File: config.mk
export PLATFORM = sky130hd
export DESIGN_NAME = lut_bank_ctrl
export DESIGN_NICKNAME = d
export VERILOG_FILES = /design/src/rtl/lut_bank_pkg.sv /design/src/rtl/sync_edge_det.sv /design/src/rtl/lut_bank_ctrl.sv
export SDC_FILE = /design/constraint.sdc
export NUM_CORES = 1
export LEC_CHECK = 0
export ABC_AREA = 1
export ABC_CLOCK_PERIOD_IN_PS = 1600
export BUFFER_PORTS_ARGS = -buffer_cell sky130_fd_sc_hd__buf_2
export CORE_MARGIN = 2
export CORE_UTILIZATION = 45
export DETAILED_ROUTE_END_ITERATION = 12
export PLACE_DENSITY = 0.76
export SYNTH_ARGS = -nofsm -noshare
export SYNTH_HDL_FRONTEND = slang
export SYNTH_SLANG_ARGS = --single-unit
File: constraint.sdc
create_clock -name clk -period 1.6 [get_ports clk]
set_clock_uncertainty 0.05 [all_clocks]
set_input_delay 0.32 -clock clk [delete_from_list [all_inputs] [get_ports clk]]
set_output_delay 0.32 -clock clk [all_outputs]
set_load 0.02 [all_outputs]
File: src/rtl/lut_bank_pkg.sv
// Shared types and constants for the double-banked RGB LUT controller.
package lut_bank_pkg;

    localparam int LUT_ADDR_W = 8;
    localparam int LUT_DATA_W = 8;

    localparam logic [1:0] CH_R   = 2'd0;
    localparam logic [1:0] CH_G   = 2'd1;
    localparam logic [1:0] CH_B   = 2'd2;
    localparam logic [1:0] CH_ALL = 2'd3;

    typedef enum logic [1:0] {
        ST_INIT    = 2'd0,
        ST_IDLE    = 2'd1,
        ST_PENDING = 2'd2
    } state_t;

endpackage

File: src/rtl/sync_edge_det.sv
// Registers a level signal and flags its rising edge for one cycle.
module sync_edge_det (
    input  logic clk,
    input  logic rst_n,
    input  logic sig,
    output logic rise
);

    logic sig_q;

    always_ff @(posedge clk or negedge rst_n) begin
        if (!rst_n) begin
            sig_q <= 1'b0;
        end else begin
            sig_q <= sig;
        end
    end

    assign rise = sig & ~sig_q;

endmodule

File: src/rtl/lut_bank_ctrl.sv
// Double-banked RGB LUT writer with v_sync-aligned bank swap.
// Optional forced swap after a v_sync timeout: LUT_SWAP_TIMEOUT_EN.
module lut_bank_ctrl
    import lut_bank_pkg::*;
#(
    parameter int ADDR_W = LUT_ADDR_W,
    parameter int DATA_W = LUT_DATA_W
`ifdef LUT_SWAP_TIMEOUT_EN
    ,
    parameter int TIMEOUT_CYC = 2000000
`endif
) (
    input  logic              clk,
    input  logic              rst_n,
    input  logic              v_sync_in,
    input  logic              cfg_valid,
    output logic              cfg_ready,
    input  logic [1:0]        cfg_chan,
    input  logic [ADDR_W-1:0] cfg_addr,
    input  logic [DATA_W-1:0] cfg_data,
    input  logic              commit_req,
    output logic              commit_busy,
    output logic              lut_we,
    output logic [1:0]        lut_chan,
    output logic              lut_bank,
    output logic [ADDR_W-1:0] lut_addr,
    output logic [DATA_W-1:0] lut_data,
    output logic              active_bank,
    output logic              swap_done,
`ifdef LUT_SWAP_TIMEOUT_EN
    output logic              swap_timeout,
`endif
    output logic              init_done
);

    state_t            state;
    logic [ADDR_W+1:0] cnt;
    logic              vs_rise;
    logic              swap;

    sync_edge_det u_vs_edge (
        .clk   (clk),
        .rst_n (rst_n),
        .sig   (v_sync_in),
        .rise  (vs_rise)
    );

`ifdef LUT_SWAP_TIMEOUT_EN
    localparam int TW = (TIMEOUT_CYC > 1) ? $clog2(TIMEOUT_CYC) : 1;

    logic [TW-1:0] tmo_cnt;
    logic          tmo_hit;

    assign tmo_hit = (state == ST_PENDING) &&
                     (tmo_cnt == TW'(TIMEOUT_CYC - 1));
    assign swap    = vs_rise | tmo_hit;

    always_ff @(posedge clk or negedge rst_n) begin
        if (!rst_n) begin
            tmo_cnt <= '0;
        end else if (state == ST_PENDING && !swap) begin
            tmo_cnt <= tmo_cnt + TW'(1);
        end else begin
            tmo_cnt <= '0;
        end
    end
`else
    assign swap = vs_rise;
`endif

    always_ff @(posedge clk or negedge rst_n) begin
        if (!rst_n) begin
            state       <= ST_INIT;
            cnt         <= '0;
            cfg_ready   <= 1'b0;
            commit_busy <= 1'b0;
            lut_we      <= 1'b0;
            lut_chan    <= 2'd0;
            lut_bank    <= 1'b0;
            lut_addr    <= '0;
            lut_data    <= '0;
            active_bank <= 1'b0;
            swap_done   <= 1'b0;
`ifdef LUT_SWAP_TIMEOUT_EN
            swap_timeout <= 1'b0;
`endif
            init_done   <= 1'b0;
        end else begin
            lut_we    <= 1'b0;
            swap_done <= 1'b0;
`ifdef LUT_SWAP_TIMEOUT_EN
            swap_timeout <= 1'b0;
`endif
            unique case (state)
                ST_INIT: begin
                    // Top bit of cnt marks both banks filled
                    if (cnt[ADDR_W+1]) begin
                        init_done   <= 1'b1;
                        active_bank <= 1'b0;
                        cfg_ready   <= 1'b1;
                        state       <= ST_IDLE;
                    end else begin
                        lut_we   <= 1'b1;
                        lut_chan <= CH_ALL;
                        lut_bank <= cnt[ADDR_W];
                        lut_addr <= cnt[ADDR_W-1:0];
                        lut_data <= DATA_W'(cnt[ADDR_W-1:0]);
                        cnt      <= cnt + 1'b1;
                    end
                end
                ST_IDLE: begin
                    if (cfg_valid && cfg_ready) begin
                        lut_we   <= 1'b1;
                        lut_chan <= cfg_chan;
                        lut_bank <= ~active_bank;
                        lut_addr <= cfg_addr;
                        lut_data <= cfg_data;
                    end
                    if (commit_req) begin
                        commit_busy <= 1'b1;
                        cfg_ready   <= 1'b0;
                        state       <= ST_PENDING;
                    end
                end
                ST_PENDING: begin
                    if (swap) begin
                        active_bank <= ~active_bank;
                        swap_done   <= 1'b1;
`ifdef LUT_SWAP_TIMEOUT_EN
                        swap_timeout <= ~vs_rise;
`endif
                        commit_busy <= 1'b0;
                        cfg_ready   <= 1'b1;
                        state       <= ST_IDLE;
                    end
                end
                default: begin
                    state <= ST_INIT;
                end
            endcase
        end
    end

endmodule

; Yosys cells after proc, flatten, opt, wreduce, memory -nomap -nowiden
; Cells that the tools add are included.
[totals]
output_inout_bits = 25
word_cells = 70
register_bits = 38
[op_classes]
n_eq_ne = 7
n_reduce_logical = 13
mux = 31
addsub = 1
n_bitwise = 4
[ops]
columns = op, n
row1 = $pmux W8 S2, 2
row2 = $mux W8, 3
row3 = $mux W1, 13
row4 = $reduce_and A3 Y1, 4
row5 = $add A10 B1 Y10 const B, 1
row6 = $mux W10, 1
row7 = $mux W2, 5
row8 = $ne A2 B2 Y1 const B, 5
row9 = $pmux W1 S2, 4
row10 = $pmux W2 S3, 1
row11 = $reduce_bool A2 Y1, 3
row12 = $pmux W2 S2, 1
row13 = $reduce_and A2 Y1, 2
row14 = $reduce_and A4 Y1, 1
row15 = $not A1 Y1, 3
row16 = $pmux W1 S3, 1
row17 = $reduce_bool A3 Y1, 1
row18 = $eq A2 B1 Y1 const B, 1
row19 = $eq A2 B2 Y1 const B, 1
row20 = $logic_not A2 Y1, 1
row21 = $and A1 B1 Y1, 1
row22 = $logic_and A1 B1 Y1, 1

; Depth between registers and ports, before layout
; Gate-level depths: netlist (run 1).
[logic_depth]
ltp_word = 4
ltp_mapped = 8
mapped_depth_nobuf = 8

; By module
; Synthesis (run 1) repeated with hierarchy kept, for this count alone.
[hier_totals]
hier_cells = 223
hier_area_um2 = 1771.7
[by_module_without_submodules]
columns = module, seq_area_each_um2, cells_each, instances, area_per_inst_um2
row1 = lut_bank_ctrl, 925.9, 220, 1, 1736.7
row2 = sync_edge_det, 25.0, 3, 1, 35.0

; Worst setup path before layout (run 1)
; No wires, ideal clock.
[synth_timing]
kind = register to register
start = register state[1]
end = register cnt[6]
stages_incl_launch_ff = 7
setup_time_ps = 117
required_time_ps = 1433
t_arrival_ps = 1091
setup_slack_ps = 342
path_buffers = 0
cell_sequence = dfrtp_1 -> nor2_1 -> nand2_2 -> nor2_1 -> nand3_1 -> nand2_1 -> nand2_1
[synth_between]
elab_chain_cells = 2
[synth_rtl]
columns = element, line_no
row1 = from (decl), lut_bank_ctrl.sv:36  ; state_t state;
row2 = from (signal assigned), lut_bank_ctrl.sv:73  ; state <= ST_INIT;
row3 = from (signal assigned), lut_bank_ctrl.sv:101  ; state <= ST_IDLE;
row4 = from (signal assigned), lut_bank_ctrl.sv:122  ; state <= ST_PENDING;
row5 = $logic_not A2 Y1, lut_bank_ctrl.sv:94  ; unique case (state)
row6 = $reduce_and A2 Y1 (no source line), n/a
row7 = to (signal assigned), lut_bank_ctrl.sv:108  ; cnt <= cnt + 1'b1;
row8 = to (decl), lut_bank_ctrl.sv:37  ; logic [ADDR_W+1:0] cnt;
; No other way between the ends.
; A chain may end at the register's enable or synchronous reset.

; Worst setup path in the final report (run 1)
[layout_timing]
start = register state[1]
end = register lut_chan[0]
[layout_between]
elab_chain_cells = 3
elab_cells_between_ends = 7
classes_between = eq/ne (3) / mux (1) / reduce/logical (3)
[layout_rtl]
columns = element, line_no
row1 = $eq A2 B1 Y1 or $logic_not A2 Y1 (tied branches), lut_bank_ctrl.sv:94
row2 = $ne A2 B2 Y1 (no source line) or $reduce_bool A2 Y1 (tied branches), n/a
row3 = $reduce_and A3 Y1 (no source line), n/a
row4 = to (signal assigned), lut_bank_ctrl.sv:114  ; lut_chan <= cfg_chan;
row5 = to (decl), lut_bank_ctrl.sv:24  ; output logic [1:0] lut_chan,
; Parallel ways exist; a longest one is shown, timed or not.

==> metrics.md, run 1 <==
| Metric | Value |
|---|---|
| Outcome | `complete, no violations` |
| Vias in the first global route | `~1500` |
| Finished Core Util | `between 50 and 60%` |
| Yosys reg bits | `38` |
| Overall routing resource usage | `19.5%` |
| Met2 track utilization from global routing | `between 30% and 40%` |
| Starting DRC count in detailed routing | `131` |
| Maximum clock rate | `0.704 GHz` |
| Global routing met1 resource utilization | `25.3%` |
| Total Nets Final | `307` |
| Synth area leaders | `sky130_fd_sc_hd__dfrtp_1 (53%), sky130_fd_sc_hd__nand2_1 (23%), sky130_fd_sc_hd__nand3_1 (6.7%), sky130_fd_sc_hd__inv_1 (3.3%), sky130_fd_sc_hd__nor2_1 (2.5%)` |
| Placed cell area | `between 2000 and 2500 µm²` |
| Antenna violations before repair | `0` |
| Post-Place Worst Slack | `210 ps` |
| Fraction of final layout cells sized beyond drive strength 1 | `23.0%` |
| Unrepaired setup endpoints after global routing | `false` |
| Antenna viol nets, final | `0` |
| Routed wirelength normalized by instance count | `12.2 µm` |
| CORE AREA | `3740 µm²` |
| Max capacitance violation total | `0` |
| Worst Path Max Fanout | `20` |
| Total setup violations reported at the end of the flow | `0` |
| Mean post-synth cell area | `7.84 µm²` |
| Met3 usage | `5.33%` |
| Critical Path AT | `1600 ps` |
| Global route total overflow | `0` |
| Post-Place Cells | `323` |
| Class of the most critical hold timing path | `in2reg` |
| Crit start category | `flip-flop` |
| Area growth syn-to-layout | `23.7%` |
| Vias | `1633` |
| Clock tree from TritonCTS | `done` |
| Hold Fails Final Rpt | `0` |
| Max-slew violation count | `0` |
| Combined area of all synthesized cells | `1800 µm²` |
| Filler cells | `360` |
| Final cell count without fillers | `331` |
| Starting density of the core | `48.0%` |
| CTS Buffer Depth | `2` |
| Peak supply drop | `0.899 mV` |
| Number of gates resized after CTS | `0` |
| Worst endpoint required time | `1780 ps` |
| Number of placed I/O pins | `48` |
| Post-synth top area cell | `sky130_fd_sc_hd__dfrtp_1` |
| Worst setup slack after layout | `180 ps` |
| Clock insertion delay at the later pin of the skew report | `roughly 290 ps` |
| Via-to-Cell Ratio | `4.93` |
| Fraction of post-synthesis cell area in the top cell type by area | `between 50% and 60%` |
| Final standard cell area without fillers | `2220 µm²` |
| Crit end category | `flip-flop` |
| 1st-pass router iterations | `4` |
| Final sum of negative setup slack | `0 ps` |
| Area used by sequential logic in the layout | `951 µm²` |
| Number of different library cells in the post-synthesis netlist | `21` |
| Cell count after synthesis | `between 200 and 250` |
| Estimated wirelength of the detail-placed design | `2960 µm` |
| Cell Pwr Density | `1740 nW/µm²` |
| Tcrit/Tclk final | `88.8%` |
| Max-slew headroom | `73.1%` |
| Worst slew pin tran | `404 ps` |
| Die Span X | `67.2 µm` |
| Startpoint of the lowest-slack hold path | `v_sync_in` |
| Pin count of the biggest net entering global routing | `23` |
| Routed WL | `4050 µm` |
| Most utilized layer in the global route result | `met2` |
| CTS clock-pin slew for the worst setup and hold paths | `70 ps` |
| Multi-input gate area in the final layout | `around 720 µm²` |
| Register area share after synthesis | `53.0%` |
| Wire length of the first global-routing pass | `6570 µm` |
| Minimum clock period after layout | `1420 ps` |
| H-tree lvl count | `2` |
| Routability-driven placement congestion ratio | `0.870` |
| Num CTS Buffers | `5` |
| Number of remaining DRC errors | `0` |
| Die Height | `67.2 µm` |
| Overall die area | `4510 µm²` |
| CP startpoint | `state[1]` |
| Clk Tree Root Cell | `sky130_fd_sc_hd__clkbuf_8` |
| Setup Crit Path Kind | `reg2reg` |
| Reg-to-reg startpoint | `state[1]` |
| Mapped Nets | `approximately 250` |
| Row cnt | `22` |
| Diodes inserted | `0` |
| Count of clock tree sinks | `38` |
| Port bufs | `47` |
| Synthesis Warnings | `0` |
| LEAKAGE | `1.24 nW` |
-- per-stage QoR --
stage               hold WS, ps  power, W
finish                      105   0.00386
floorplan                 -25.6   0.00256
detailed placement          221   0.00306
global route               96.4   0.00414
global placement            225   0.00301
CTS                        97.6   0.00389
-- state kept, by name, summed over array words and instances (netlist names) --
signal and count:
cnt 10, lut_addr 8, lut_data 8, lut_chan 2, state 2, active_bank 1
cfg_ready 1, commit_busy 1, init_done 1, lut_bank 1, lut_we 1, swap_done 1
u_vs_edge.sig_q 1
-- report_power, final --
part / internal [W] / switching, W / leakage, nW / total, W
clock: 0.000498 / 0.000319 / 0.0573 / 0.000817
combinational: 0.000510 / 0.000933 / 0.716 / 0.00144
sequential: 0.00131 / 0.000291 / 0.470 / 0.00160
total: 0.00232 / 0.00154 / 1.24 / 0.00386
-- cell usage in the layout, fill, tap and decap left out, types with 2 or more instances in the layout --
master / instances
sky130_fd_sc_hd__o21ai_0: 4
sky130_fd_sc_hd__nor2_1: 12
sky130_fd_sc_hd__nand2_1: 111
sky130_fd_sc_hd__buf_2: 47
sky130_fd_sc_hd__nand4_1: 2
sky130_fd_sc_hd__buf_4: 6
sky130_fd_sc_hd__clkbuf_8: 6
sky130_fd_sc_hd__inv_1: 16
sky130_fd_sc_hd__dfrtp_1: 38
sky130_fd_sc_hd__xor2_1: 4
sky130_fd_sc_hd__nand3_1: 24
-- layout make-up --
cell class	count	area share, %
Tap cell	48	2.70
Timing Repair Buffer	55	14.0
Clock buffer	6	3.72
Clock inverter	1	1.35
Sequential cell	38	42.8
Inverter	17	2.87
Multi-Input combinational cell	166	32.6
-- worst paths after layout --
kind,to,cells after the start,slack (ps)
min,u_vs_edge.sig_q,1,100
min reg2reg,init_done,2,420
max reg2reg,lut_chan[0],6,180
max in group asynchronous,cnt[2],3,620
max,lut_chan[0],6,180
min in group asynchronous,cnt[7],2,440
-- worst max-delay path, stage by stage, from the launching register on --
cell and delay [ps]:
sky130_fd_sc_hd__dfrtp_1 420, sky130_fd_sc_hd__nor2_1 240, sky130_fd_sc_hd__nand2_2 150, sky130_fd_sc_hd__nand2_1 100, sky130_fd_sc_hd__buf_4 230, sky130_fd_sc_hd__o21ai_0 120
sky130_fd_sc_hd__nand2_1 60
-- logic make-up after synthesis --
| family | share of synthesized area, % |
|---|---|
| buffers and inverters | 6.76 |
| xor gates and xnor gates | 2.44 |
| DFF | 53.0 |
| AOI/OAI and AO/OA | 1.81 |
| and+or+nand+nor | 35.3 |
| adders and majority gates | 0.697 |
-- cell usage after synthesis (all sizes together) --
cell,n
ha,1
buf,8
nand4,2
o31ai,1
dfrtp,38
xor2,4
nand3b,1
inv,17
nor2,13
o21ai,5
nand2,112
xnor2,1
nor3,1
nand3,25
-- per-layer routing --
| layer | vias up | wire (µm) |
|---|---|---|
| met2 | 49 | 1940 |
| met3 | 5 | 232 |
| met5 | - | 0 |
| met1 | 762 | 1820 |
| met4 | 0 | 58 |
| li1 | 817 | - |
-- timing repair --
| item | CTS | global route |
|---|---|---|
| buffers inserted | 0 | 0 |
| hold endpoints to repair | 16 | 0 |
| hold buffers | 1 | 0 |
No activity file was read; power rests on OpenSTA's default activity.
==> inputs of run 2 (changes only) <==
CORE_MARGIN = default   (was 2)
CTS_CLUSTER_DIAMETER = 150   (was default)
RECOVER_POWER = 100   (was default)
==> metrics.md, run 2 (synthesis gave the netlist of run 1 again) <==
| Metric | Value |
|---|---|
| Peak supply drop | `0.903 mV (+0.51%)` |
| Max-slew headroom | `39.2% (-34 points)` |
| Starting DRC count in detailed routing | `134 (+2.3%)` |
| Critical Path AT | `1580 ps (-20 ps)` |
| Worst endpoint required time | `1790 ps (about the same)` |
| Largest register FFs | `10 (unchanged)` |
| Crit start category | `flip-flop` |
| Maximum clock rate | `0.716 GHz (+1.7%)` |
| Routed WL | `3700 µm (-8.5%)` |
| Overall die area | `4250 µm² (-5.9%)` |
| Max capacitance violation total | `0 (unchanged)` |
| Number of remaining DRC errors | `0 (unchanged)` |
| Max-slew violation count | `0 (unchanged)` |
| Fraction of final layout cells sized beyond drive strength 1 | `14.1% (-8.8 points)` |
| LEAKAGE | `1.15 nW (-7.3%)` |
| Area used by sequential logic in the layout | `951 µm² (unchanged)` |
| Antenna violations before repair | `0 (unchanged)` |
| Leading cell type in the layout, fill and taps excluded | `sky130_fd_sc_hd__nand2_1` |
| Starting density of the core | `48.0% (unchanged)` |
| Number of hold buffers added after CTS | `0 (-1)` |
| Filler cells | `368 (+2.2%)` |
| Area growth syn-to-layout | `20.4%` |
| Pin count of the biggest net entering global routing | `39 (+70%)` |
| Hold Path Depth | `1 (unchanged)` |
| Finished Core Util | `57.8% (-1.6 points)` |
| Setup Crit Path Kind | `reg2reg` |
| Row cnt | `22 (unchanged)` |
| Minimum clock period after layout | `1400 ps (-23.7 ps)` |
| Clock tree from TritonCTS | `done` |
| Global route total overflow | `0 (unchanged)` |
| Wire length of the first global-routing pass | `6230 µm (-5.1%)` |
| Biggest regs | `cnt x10, lut_addr x8, lut_data x8` |
| Via-to-Cell Ratio | `4.83 (-2.0%)` |
| Routed wirelength normalized by instance count | `11.2 µm (-8.5%)` |
| Num CTS Buffers | `5 (unchanged)` |
| CTS clock-pin slew for the worst setup and hold paths | `80 ps (about the same)` |
| Hold Fails Final Rpt | `0 (unchanged)` |
| CORE AREA | `3740 µm² (unchanged)` |
| Number of placed I/O pins | `48 (unchanged)` |
| Final cell count without fillers | `331 (unchanged)` |
| CTS Buffer Depth | `2 (unchanged)` |
| Die Span X | `65.2 µm (-3.0%)` |
| Tcrit/Tclk final | `87.3% (-1.5 points)` |
| Vias | `1600 (-2.0%)` |
| Post-Place Cells | `323 (unchanged)` |
| Clock insertion delay at the later pin of the skew report | `290 ps (about the same)` |
| Antenna viol nets, final | `0 (unchanged)` |
| Commonest cells after routing, fill and taps aside | `sky130_fd_sc_hd__nand2_1 (111), sky130_fd_sc_hd__dfrtp_1 (38), sky130_fd_sc_hd__clkbuf_1 (26)` |
| Register containing the most flip-flops in the final layout | `cnt` |
| Unrepaired setup endpoints after global routing | `false` |
| Post-Place Worst Slack | `153 ps (-57.6 ps)` |
| Class of the most critical hold timing path | `in2reg` |
| Multi-input gate area in the final layout | `726 µm² (+0.35%)` |
| Overall power | `0.00375 W (-2.8%)` |
| Port bufs | `47 (unchanged)` |
| Total setup violations reported at the end of the flow | `0 (unchanged)` |
| Estimated wirelength of the detail-placed design | `2690 µm (-9.2%)` |
| Diodes inserted | `0 (unchanged)` |
| Outcome | `complete, no violations` |
| Count of clock tree sinks | `38 (unchanged)` |
| 1st-pass router iterations | `4 (unchanged)` |
| Worst setup slack after layout | `203 ps (+23.7 ps)` |
| Routability-driven placement congestion ratio | `0.787 (-9.6%)` |
| Die Height | `65.2 µm (-3.0%)` |
| Overall routing resource usage | `19.6% (+0.097 points)` |
| Worst reg-to-reg path cell count | `6 (unchanged)` |
| Clk Tree Root Cell | `sky130_fd_sc_hd__clkbuf_8` |
| H-tree lvl count | `2 (unchanged)` |
| Worst Path Max Fanout | `20 (unchanged)` |
| Cell Pwr Density | `1730 nW/µm² (-0.19%)` |
| Final sum of negative setup slack | `0 ps (unchanged)` |
| Worst slew pin tran | `912 ps (+508 ps)` |
| Total Nets Final | `306 (-0.33%)` |
| Vias in the first global route | `1394 (-3.9%)` |
| Crit end category | `flip-flop` |
-- run 2: routing by layer --
metal  GRT usage, %  wire, µm  vias up
met5              0         0        -
met4           8.97        71        0
met3           5.38       215        8
met2           31.2      1750       46
met1           24.8      1660      731
li1               -         -      815
-- run 2: metrics by stage --
step	hold WS, ps	area (µm²)
floorplan	-25.6	1800
global placement	340	2090
detailed placement	345	2090
CTS	25.8	2190
global route	102	2160
finish	102	2160
-- run 2: cell type report --
class                      count  area share, %
clock inverter                 3           1.85
sequential                    38           44.0
clock buffer                   5           3.18
tap                           48           2.78
timing repair buffer          54           11.7
multi-input combinational    166           33.6
inverter                      17           2.95
-- run 2: worst paths after layout --
path	startpoint	endpoint	slack [ps]
setup / recovery	state[1]	lut_chan[1]	200
hold / removal	v_sync_in	u_vs_edge.sig_q	100
setup reg to reg	state[1]	lut_chan[1]	200
hold reg to reg	init_done	init_done	430
max in group asynchronous	rst_n	lut_data[1]	750
min in group asynchronous	rst_n	u_vs_edge.sig_q	180
-- run 2: report_power, final --
part           switching [W]  total [W]  leakage, nW  internal [W]
logic               0.000918    0.00135        0.625      0.000436
clock network       0.000336   0.000795       0.0579      0.000459
registers           0.000293    0.00160        0.470       0.00131
total                0.00155    0.00375         1.15       0.00220
-- run 2: critical path: stages (launching register included) --
cell and delay, ps:
sky130_fd_sc_hd__dfrtp_1 420, sky130_fd_sc_hd__nor2_2 170, sky130_fd_sc_hd__nand2_2 160, sky130_fd_sc_hd__nand2_1 100, sky130_fd_sc_hd__buf_4 220, sky130_fd_sc_hd__o21ai_0 130, sky130_fd_sc_hd__nand2_1 80
-- run 2: repair_timing --
| action | CTS | global route |
|---|---|---|
| endpoints found under the setup margin | 0 | 1 |
| buffers inserted | 0 | 0 |
| resized for setup | 0 | 1 |
==> inputs of run 3 (changes only) <==
CELL_PAD_IN_SITES_DETAIL_PLACEMENT = 1   (was default)
CELL_PAD_IN_SITES_GLOBAL_PLACEMENT = 1   (was default)
CORE_UTILIZATION = 37   (was 45)
PLACE_DENSITY = 0.84   (was 0.76)
==> metrics.md, run 3 (synthesis gave the netlist of run 1 again) <==
| Metric | Value |
|---|---|
| Outcome | `complete, no violations` |
| Proportion of power drawn by flip-flops and latches | `44.1% (+1.4 points)` |
| Routed WL | `4700 µm (+27%)` |
| Crit start category | `flip-flop` |
| Total setup violations reported at the end of the flow | `0 (unchanged)` |
| Filler cells | `600 (+63%)` |
| Vias | `1647 (+2.9%)` |
| Post-Place Worst Slack | `116 ps (-36.6 ps)` |
| Max capacitance violation total | `0 (unchanged)` |
| Die Span X | `71.7 µm (+10%)` |
| Routed wirelength normalized by instance count | `14.0 µm (+25%)` |
| Worst Path Max Fanout | `15 (-25%)` |
| Max-slew violation count | `0 (unchanged)` |
| Clock power share | `16.9% (-4.3 points)` |
| Row cnt | `24 (+9.1%)` |
| Number of remaining DRC errors | `0 (unchanged)` |
| Setup Crit Path Kind | `reg2reg` |
| Hold Fails Final Rpt | `0 (unchanged)` |
| Commonest cells after routing, fill and taps aside | `sky130_fd_sc_hd__nand2_1 (111), sky130_fd_sc_hd__dfrtp_1 (38), sky130_fd_sc_hd__clkbuf_1 (26)` |
| LEAKAGE | `1.15 nW (-0.57%)` |
| Final sum of negative setup slack | `0 ps (unchanged)` |
| Num CTS Buffers | `5 (unchanged)` |
| Final cell count without fillers | `336 (+1.5%)` |
| H-tree lvl count | `2 (unchanged)` |
| Fraction of final layout cells sized beyond drive strength 1 | `14.4% (+0.30 points)` |
| Post-Place Cells | `327 (+1.2%)` |
| Biggest regs | `cnt x10, lut_addr x8, lut_data x8` |
| Part of the total power dissipated in combinational logic | `38.9% (+2.8 points)` |
| Diodes inserted | `0 (unchanged)` |
| Cell-internal power | `0.00205 W (-6.9%)` |
| CTS Buffer Depth | `2 (unchanged)` |
| Port bufs | `47 (unchanged)` |
| Antenna violations before repair | `0 (unchanged)` |
| Count of clock tree sinks | `38 (unchanged)` |
| Class of the most critical hold timing path | `in2reg` |
| Overall power | `0.00365 W (-2.7%)` |
| Worst reg-to-reg path cell count | `5 (-1)` |
| Peak supply drop | `0.494 mV (-45%)` |
| Worst endpoint required time | `1760 ps (-30 ps)` |
| CORE AREA | `4500 µm² (+20%)` |
| Maximum clock rate | `0.695 GHz (-3.0%)` |
| Cell Pwr Density | `1690 nW/µm² (-2.3%)` |
| Area growth syn-to-layout | `20.0%` |
| Leading cell type in the layout, fill and taps excluded | `sky130_fd_sc_hd__nand2_1` |
| Switching component of the power | `0.00160 W (+3.4%)` |
| Clock insertion delay at the later pin of the skew report | `290 ps (about the same)` |
| Routability-driven placement congestion ratio | `0.778 (-1.2%)` |
| Largest register FFs | `10 (unchanged)` |
| Starting DRC count in detailed routing | `60 (-55%)` |
| Max-slew headroom | `43.4% (+4.2 points)` |
| Antenna viol nets, final | `0 (unchanged)` |
| Pin count of the biggest net entering global routing | `39 (unchanged)` |
| Number of placed I/O pins | `48 (unchanged)` |
| Critical Path AT | `1600 ps (+20 ps)` |
| Minimum clock period after layout | `1440 ps (+43.1 ps)` |
| Hold Path Depth | `1 (unchanged)` |
| Via-to-Cell Ratio | `4.90 (+1.4%)` |
| Crit end category | `flip-flop` |
| Estimated wirelength of the detail-placed design | `3390 µm (+26%)` |
| Tcrit/Tclk final | `90.0% (+2.7 points)` |
| Clock tree from TritonCTS | `done` |
| Register containing the most flip-flops in the final layout | `cnt` |
| CTS clock-pin slew for the worst setup and hold paths | `70 ps (about the same)` |
| Worst setup slack after layout | `160 ps (-43.1 ps)` |
| Global route total overflow | `0 (unchanged)` |
| Unrepaired setup endpoints after global routing | `false` |
| Starting density of the core | `39.9% (-8.1 points)` |
| Vias in the first global route | `1707 (+22%)` |
| Wire length of the first global-routing pass | `8080 µm (+30%)` |
| Total Nets Final | `308 (+0.65%)` |
| Overall routing resource usage | `20.2% (+0.61 points)` |
| Switching part of the total power | `43.8% (+2.6 points)` |
| Overall die area | `5140 µm² (+21%)` |
| 1st-pass router iterations | `4 (unchanged)` |
| Die Height | `71.7 µm (+10%)` |
| Worst slew pin tran | `849 ps (-63.3 ps)` |
| Clk Tree Root Cell | `sky130_fd_sc_hd__clkbuf_8` |
## run 3: layout make-up
class                           instances  area [µm²]  area share (%)
Timing Repair Buffer                   56         270            12.5
Tap cell                               52        65.1            3.02
Clock buffer                            5        68.8            3.19
Multi-Input combinational cell        166         726            33.7
Clock inverter                          2        10.0           0.465
Sequential cell                        38         951            44.1
Inverter                               17        63.8            2.96
## run 3: path summary, 6_finish.rpt
| path | start | end | slack, ps |
|---|---|---|---|
| max reg2reg | state[1] | cnt[2] | 160 |
| min reg2reg | init_done | init_done | 420 |
| min in group asynchronous | rst_n | lut_addr[3] | 720 |
| min | v_sync_in | u_vs_edge.sig_q | 110 |
| max in group asynchronous | rst_n | u_vs_edge.sig_q | 240 |
| max | state[1] | cnt[2] | 160 |
## run 3: per-layer routing
metal / part of all wire, % / wire length, µm / up-vias / global-route usage [%]
met5: 0 / 0 / - / 0
met4: 1.1 / 53 / 0 / 6.54
li1: - / - / 815 / -
met2: 50 / 2370 / 30 / 34.3
met1: 45 / 2130 / 796 / 26.2
met3: 3.1 / 145 / 6 / 3.80
## run 3: timing repair
action,4_1_cts,5_1_grt
endpoints found under the hold margin,38,0
gates resized for setup,0,1
setup buffers,0,1
hold buffers,1,0
setup endpoints to repair,0,16
## run 3: power groups by stage
stage	clock, W	combinational (W)	sequential [W]
2_1_floorplan	0	0.000697	0.00186
3_3_place_gp	0	0.00143	0.00159
3_5_place_dp	0	0.00149	0.00162
4_1_cts	0.000636	0.00151	0.00160
5_1_grt	0.000679	0.00162	0.00166
6_report	0.000619	0.00142	0.00161
## run 3: worst max-delay path, cell delays in order, from the launching register on
cell and delay, ps:
sky130_fd_sc_hd__dfrtp_1 430, sky130_fd_sc_hd__nor2_2 190, sky130_fd_sc_hd__nand2_2 140, sky130_fd_sc_hd__buf_4 230, sky130_fd_sc_hd__nor2_1 150, sky130_fd_sc_hd__xor2_1 170
## run 3: metrics by stage
stage                     utilization (%)  instance area (µm²)  hold WS, ps
final                                47.8                 2150          115
after CTS                            48.7                 2190          102
after floorplan                         -                 1800        -25.6
after detailed placement             46.7                 2100          257
after global placement               46.7                 2100          254
after global routing                 47.8                 2150          111
